**src/rtl/multicycle_ctrl.sv**
```systemverilog
// Multicycle processor control FSM: FETCH/DECODE/EXEC/MEM/WB/BR sequencing,
// Moore datapath controls decoded from state and latched opcode, retire counter.
module multicycle_ctrl (
  input  logic        clk_i,
  input  logic        rst_i,
  input  logic        enable_i,
  input  logic [5:0]  instr_op_i,
  input  logic        mem_ready_i,
  output logic        pc_write_o,
  output logic        ir_write_o,
  output logic        mem_read_o,
  output logic        mem_write_o,
  output logic        reg_write_o,
  output logic        alu_src_o,
  output logic        reg_dst_o,
  output logic        mem_to_reg_o,
  output logic [2:0]  alu_op_o,
  output logic        branch_o,
  output logic        branch_ne_o,
  output logic        illegal_o,
  output logic [2:0]  state_o,
  output logic [15:0] retired_o
);

  localparam logic [5:0] OP_R     = 6'b000000;
  localparam logic [5:0] OP_ADDI  = 6'b001000;
  localparam logic [5:0] OP_SLTIU = 6'b001001;
  localparam logic [5:0] OP_LUI   = 6'b001111;
  localparam logic [5:0] OP_ORI   = 6'b001101;
  localparam logic [5:0] OP_LW    = 6'b100011;
  localparam logic [5:0] OP_SW    = 6'b101011;
  localparam logic [5:0] OP_BEQ   = 6'b000100;
  localparam logic [5:0] OP_BNE   = 6'b000101;

  typedef enum logic [2:0] {
    S_FETCH  = 3'd0,
    S_DECODE = 3'd1,
    S_EXEC   = 3'd2,
    S_MEM    = 3'd3,
    S_WB     = 3'd4,
    S_BR     = 3'd5
  } state_t;

  state_t      state_q, state_d;
  logic [5:0]  op_q, op_d;
  logic [15:0] retired_q, retired_d;
  logic        retire;
  logic        dp_en;
  logic        run;
  logic        op_lw, op_sw;

  function automatic logic [2:0] alu_code(input logic [5:0] op);
    case (op)
      OP_R:           alu_code = 3'b010;
      OP_ADDI:        alu_code = 3'b011;
      OP_SLTIU:       alu_code = 3'b100;
      OP_LUI:         alu_code = 3'b101;
      OP_ORI:         alu_code = 3'b110;
      OP_BEQ, OP_BNE: alu_code = 3'b001;
      default:        alu_code = 3'b000;
    endcase
  endfunction

  function automatic logic uses_imm(input logic [5:0] op);
    case (op)
      OP_ADDI, OP_SLTIU, OP_LUI, OP_ORI, OP_LW, OP_SW: uses_imm = 1'b1;
      default:                                         uses_imm = 1'b0;
    endcase
  endfunction

  always_ff @(posedge clk_i or posedge rst_i) begin
    if (rst_i) begin
      state_q   <= S_FETCH;
      op_q      <= '0;
      retired_q <= '0;
    end else begin
      state_q   <= state_d;
      op_q      <= op_d;
      retired_q <= retired_d;
    end
  end

  assign op_lw = (op_q == OP_LW);
  assign op_sw = (op_q == OP_SW);
  // FETCH strobes are gated by reset so nothing requests memory while rst_i is high.
  assign run   = enable_i & ~rst_i;

  always_comb begin
    state_d      = state_q;
    op_d         = op_q;
    retire       = 1'b0;
    dp_en        = 1'b0;
    pc_write_o   = 1'b0;
    ir_write_o   = 1'b0;
    mem_read_o   = 1'b0;
    mem_write_o  = 1'b0;
    reg_write_o  = 1'b0;
    alu_src_o    = 1'b0;
    reg_dst_o    = 1'b0;
    mem_to_reg_o = 1'b0;
    alu_op_o     = 3'b000;
    branch_o     = 1'b0;
    branch_ne_o  = 1'b0;
    illegal_o    = 1'b0;
    case (state_q)
      S_FETCH: begin
        if (run) begin
          mem_read_o = 1'b1;
          if (mem_ready_i) begin
            ir_write_o = 1'b1;
            pc_write_o = 1'b1;
            state_d    = S_DECODE;
          end
        end
      end
      S_DECODE: begin
        op_d = instr_op_i;
        case (instr_op_i)
          OP_R, OP_ADDI, OP_SLTIU, OP_LUI, OP_ORI, OP_LW, OP_SW: state_d = S_EXEC;
          OP_BEQ, OP_BNE: state_d = S_BR;
          default: begin
            illegal_o = 1'b1;
            state_d   = S_FETCH;
          end
        endcase
      end
      S_EXEC: begin
        dp_en   = 1'b1;
        state_d = (op_lw || op_sw) ? S_MEM : S_WB;
      end
      S_MEM: begin
        dp_en       = 1'b1;
        mem_read_o  = op_lw;
        mem_write_o = op_sw;
        if (mem_ready_i) begin
          state_d = op_lw ? S_WB : S_FETCH;
          retire  = op_sw;
        end
      end
      S_WB: begin
        dp_en       = 1'b1;
        reg_write_o = 1'b1;
        retire      = 1'b1;
        state_d     = S_FETCH;
      end
      S_BR: begin
        dp_en       = 1'b1;
        pc_write_o  = 1'b1;
        branch_o    = (op_q == OP_BEQ);
        branch_ne_o = (op_q == OP_BNE);
        retire      = 1'b1;
        state_d     = S_FETCH;
      end
      default: state_d = S_FETCH;
    endcase
    if (dp_en) begin
      alu_op_o     = alu_code(op_q);
      alu_src_o    = uses_imm(op_q);
      reg_dst_o    = (op_q == OP_R);
      mem_to_reg_o = op_lw;
    end
  end

  assign retired_d = retired_q + {15'd0, retire};
  assign state_o   = state_q;
  assign retired_o = retired_q;

endmodule

```
**config.mk**
```make
export PLATFORM = sky130hd
export DESIGN_NAME = multicycle_ctrl
export DESIGN_NICKNAME = d
export VERILOG_FILES = /design/src/rtl/multicycle_ctrl.sv
export SDC_FILE = /design/constraint.sdc
export NUM_CORES = 1
export LEC_CHECK = 0
export CAP_MARGIN = 20
export CORE_ASPECT_RATIO = 0.5
export CORE_UTILIZATION = 46
export DETAILED_ROUTE_END_ITERATION = 8
export PLACE_DENSITY = 0.79
export SETUP_SLACK_MARGIN = 0.05
export SKIP_CTS_REPAIR_TIMING = 1
export SYNTH_ARGS = -nofsm -noshare
export SYNTH_HDL_FRONTEND = slang
export SYNTH_SLANG_ARGS = --single-unit
```
**constraint.sdc**
```tcl
create_clock -name clk_i -period 3.2 [get_ports clk_i]
set_input_delay 0.48 -clock clk_i [delete_from_list [all_inputs] [get_ports clk_i]]
set_output_delay 0.48 -clock clk_i [all_outputs]
set_load 0.005 [all_outputs]
```
## Yosys cells after proc, flatten, opt, wreduce, memory -nomap -nowiden

Index checks and enable logic that the tools add are counted.

| cells by class | value |
|---|---|
| $add $sub $neg | 1 |
| eq/ne operators | 24 |
| multiplexer cells | 28 |
| bitwise logic cells | 2 |
| reductions and logical operators | 12 |

Operators with widths:

| kind | count |
|---|---|
| $eq A6 B4 Y1 const B | 8 |
| $eq A6 B3 Y1 const B | 4 |
| $eq A6 B6 Y1 const B | 4 |
| $mux W3 | 6 |
| $pmux W3 S6 | 1 |
| $add A16 B1 Y16 | 1 |
| $mux W1 | 16 |
| $logic_not A6 Y1 | 2 |
| $pmux W3 S4 | 1 |
| $reduce_or A9 Y1 | 1 |
| $reduce_or A7 Y1 | 1 |
| $eq A3 B2 Y1 const B | 2 |
| $eq A3 B3 Y1 const B | 2 |
| $ne A2 B2 Y1 const B | 3 |
| $pmux W1 S2 | 3 |
| $pmux W3 S2 | 1 |
| $reduce_or A2 Y1 | 3 |
| $reduce_or A6 Y1 | 1 |
| $reduce_or A4 Y1 | 1 |
| $eq A3 B1 Y1 const B | 1 |
| $logic_not A3 Y1 | 1 |
| $reduce_and A3 Y1 | 1 |
| $and A1 B1 Y1 | 1 |
| $logic_or A1 B1 Y1 | 1 |
| $not A1 Y1 | 1 |

| storage, ports and cells | value |
|---|---|
| register bits after elaboration | 25 |
| bits of input ports | 10 |
| output and inout port bits | 33 |
| word-level logic and storage cells | 70 |

## Depth between registers and ports, before layout

| logic depth | value |
|---|---|
| depth in word-level cells | 4 |
| depth in mapped cells | 11 |

## Worst setup path after synthesis

OpenSTA, ideal clock, no wires.

| path | value |
|---|---|
| path type | register -> register |
| from | reg op_q[2] |
| to | reg retired_q[14] (netlist: retired_o[14]) |
| setup time | 0.123 ns |
| data arrival time | 2.182 ns |
| data required time | 3.077 ns |
| setup slack | 0.895 ns |
| cell stages (with the launch flop) | 11 |
| buffers on the path | 0 |
| clock period less this slack | 2.305 ns |
| path through | dfrtp_1 nand3b_1 nor2_1 and3_1 a22o_1 ha_1 ha_1 nand4_1 nor3_1 nand3_1 xnor2_1 |

| between the ends | value |
|---|---|
| longest elaborated chain between the ends | 4 |

Ends and longest elaborated chain:

| element | line | text |
|---|---|---|
| from (decl) | 45 | `logic [5:0] op_q, op_d;` |
| from (signal assigned) | 78 | `op_q <= op_d;` |
| $eq A6 B6 Y1 | 84 | `assign op_sw = (op_q == OP_SW);` |
| $mux W1 | 135 | `if (mem_ready_i) begin` |
| $pmux W1 S2 | 105 | `case (state_q)` |
| $add A16 B1 Y16 | 164 | `assign retired_d = retired_q + {15'd0, retire};` |
| named net retired_d[14] | 46 | `logic [15:0] retired_q, retired_d;` |
| to (signal assigned) | 79 | `retired_q <= retired_d;` |
| to (decl) | 46 |  |

The timed path passes the listed nets, and every way through them passes these cells.
A chain may end at the register's enable or synchronous reset.

## Worst setup path in the final report

| path | value |
|---|---|
| from | reg state_q[2] (netlist: state_o[2]) |
| to | out reg_dst_o |

| between the ends | value |
|---|---|
| longest elaborated chain between the ends | 4 |
| elaborated cells between the ends (all ways) | 7 |
| classes of those cells | eq/ne: 4; mux: 2; reduce/logical: 1 |

Ends and longest elaborated chain:

| element | line | text |
|---|---|---|
| from (decl) | 44 | `state_t state_q, state_d;` |
| from (signal assigned) | 77 | `state_q <= state_d;` |
| $eq A3 B2 Y1 / $eq A3 B3 Y1 (equally long branches) | 105 |  |
| $reduce_or A4 Y1 (no line) * | n/a |  |
| $mux W1 * | 105 |  |
| $mux W1 * | 156 | `if (dp_en) begin` |
| to (decl) | 15 | `output logic reg_dst_o,` |

Every way passes the cells marked *; elsewhere a longest branch is shown, timed or not.

==> flow_summary.ini <==
[hold_path]
hold_depth = 1
min_from = retired_o[15]$_DFF_PP0_
holdPathEnd = retired_o[15]$_DFF_PP0_
min_path_type = flip-flop to flip-flop

[cells_and_area]
fin_nets = 200
area_delta_synth_final_pct = 35.2
insertedDiodeCount = 0
final_cells = 224
drive_gt1_share_pct = 8.02
stdcell_area_um2 = 1890

[cts]
clk_pin_slew_ns = 0.09
numCtsBuffers = 3
htreeDepth = 1
clkLatencyLatePin_ns = 0.27
cts_buffer_depth = 2
cts_tree = built
cts_sinks = 25
cts_root_buf = clkbuf_8

[critical_path]
reg2reg_setup_slack_ns = 0.44
worstPathArrival_ns = 2.29
cp.required_ns = 2.72
cp.depth = 4
max_stage_delay_ns = 0.61
worstReg2RegEnd = retired_o[14]$_DFF_PP0_
worst_path_max_delay_cell = dfrtp_1
path_class = flip-flop to output port
crit_fanout = 14
reg2reg_depth = 10
end_kind = output port
r2r_start = op_q[2]$_DFFE_PP0P_
cp_top_family = simple AND/OR/NAND/NOR gates
path_cells = xnor2_1, or3_1, nor4b_1, clkdlybuf4s50_1
cp_num_buf_inv = 1
start_kind = flip-flop

[placement]
hpwlAfterDp_um = 2200
place_inst = 220
pre_cts_ws_ns = 0.461
place.gp.congestion = 0.796
postPlaceCellArea_um2 = 1840
io_buffers = 42

[power_and_ir_drop]
p_leak_nw = 0.796
clkPwrFrac_pct = 19.1
power.switching_w = 0.000336
p_per_area_nw_per_um2 = 528
p_int_w = 0.000661
ir_drop_mv = 0.310
comb_power_share_pct = 34.7
p_seq_share_pct = 46.2
p_sw_share_pct = 33.7

[flow_run]
drv_cap = 0

[detailed_routing]
firstDrtPassIters = 4
drtAntennaViolNets = 0
wirelength_um = 2820
vias = 1192
via_per_inst = 5.32
wl_per_cell_um = 12.6
drc = 0
drt-initial-drc-count = 29

[timing]
final_max_slew_viol_count = 0
period_share_pct = 86.4
hold_viol_final = 0
final.setup.worst_slack_ns = 0.435
max_slew_margin_pct = 37.7
worstMarginPinSlew_ns = 0.934
fmax_mhz = 362
setup_violations = 0
fin_tns_setup_ns = 0
clock_skew_ns = 0.00490
rsz0062_at_grt = no
fin_crit_ns = 2.77
whs_ns = 0.499

[global_route]
grt_pass1_wl_um = 4500
grt_max_degree = 26
overflow = 0
grtUsageTotal_pct = 19.0
antenna_found_initial = 0
grt_pass1_vias = 982

[logic_synthesis]
syn_avg_cell_area_um2 = 9.64
synth_top_area_share_pct = 44.8
synth_common_cells = dfrtp_1, nor2_1, nand2_1
ys_warn_count = 0
synth.largest_area_cell = dfrtp_1
synth.most_common_cell = dfrtp_1
syn-num-nets = 157
synthesis.instances = 145
yosys-top-cells-area = dfrtp_1, mux2_2, xnor2_1, xor2_1, nor2_1
ys_types = 36
ys_seq_area_share_pct = 44.8
synth-edff-count = 0
ys_seq_elements = 25
synth_ff_type = dfrtp_1
synthArstFlopShare_pct = 100
syn_area_um2 = 1400

[floorplan]
num_io_pins = 43
die_h_um = 41.0
core_area_um2 = 2730
dieArea_um2 = 3280
start_util_pct = 51.1
die_x_um = 80.0
num_rows = 13

[run_status]
status = completed
[sequential cells by signal, summed over array words and instances (netlist names)]
| signal | cells |
|---|---|
| retired_o | 16 |
| op_q | 6 |
| state_o | 3 |
[placed cells by master (no fill, tap or decap), types with 3 or more instances in the layout]
cell             count
or3_1                5
xnor2_1              9
clkbuf_8             3
nand2b_1             4
nand2_1             13
and3_1               4
inv_1                5
clkdlybuf4s50_1     42
xor2_1               7
nor2_1              14
nand3_1              6
a21oi_1              3
nor3_1              10
mux2_2               8
dfrtp_1             25
[kinds of logic after synthesis]
group,after synthesis,share of synthesized area [%]
simple gates,71,26.2
buf+inv,10,3.58
compound gates,12,6.45
mux,9,7.16
flops,25,44.8
fa+ha+maj,2,1.79
xor+xnor,16,10.0
[layout make-up]
class                           instances  area (um2)
Clock buffer                            3        41.3
Clock inverter                          1        7.51
Fill cell                             226         843
Inverter                                5        18.8
Multi-Input combinational cell        110         722
Sequential cell                        25         626
Tap cell                               37        46.3
Timing Repair Buffer                   43         428
[layer usage]
| layer | track usage [%] | vias up | wire, um |
|---|---|---|---|
| met5 | 0 | - | 0 |
| met4 | 4.02 | 0 | 21 |
| met3 | 6.67 | 2 | 171 |
| met2 | 34.0 | 38 | 1350 |
| met1 | 23.1 | 560 | 1280 |
| li1 | - | 592 | - |
[per-stage QoR]
step,utilization [%],power (W)
floorplan,-,0.000699
global placement,67.4,0.000801
detailed placement,67.4,0.000810
CTS,69.1,0.00100
global route,69.1,0.00106
finish,69.1,0.000997
[how the worst max path moves through the flow]
| stage | start | endpoint | slack [ns] |
|---|---|---|---|
| after floorplan | op_q[2]$_DFFE_PP0P_ | retired_o[14]$_DFF_PP0_ | 0.89 |
| after global placement | op_q[2]$_DFFE_PP0P_ | retired_o[12]$_DFF_PP0_ | 0.57 |
| after detailed placement | op_q[2]$_DFFE_PP0P_ | retired_o[14]$_DFF_PP0_ | 0.46 |
| after CTS | state_o[2]$_DFFE_PP0P_ | reg_dst_o | 0.41 |
| after global routing | op_q[2]$_DFFE_PP0P_ | retired_o[14]$_DFF_PP0_ | 0.15 |
| final | state_o[2]$_DFFE_PP0P_ | reg_dst_o | 0.43 |
[power by group through the flow]
| stage | Clock (W) | Sequential (W) | Combinational, W |
|---|---|---|---|
| after detailed placement | 0 | 0.000465 | 0.000345 |
| after CTS | 0.000198 | 0.000458 | 0.000348 |
| final | 0.000190 | 0.000461 | 0.000346 |
| after global placement | 0 | 0.000463 | 0.000338 |
| after global routing | 0.000209 | 0.000473 | 0.000382 |
| after floorplan | 0 | 0.000427 | 0.000272 |
Power figures use the tool's default switching activity.
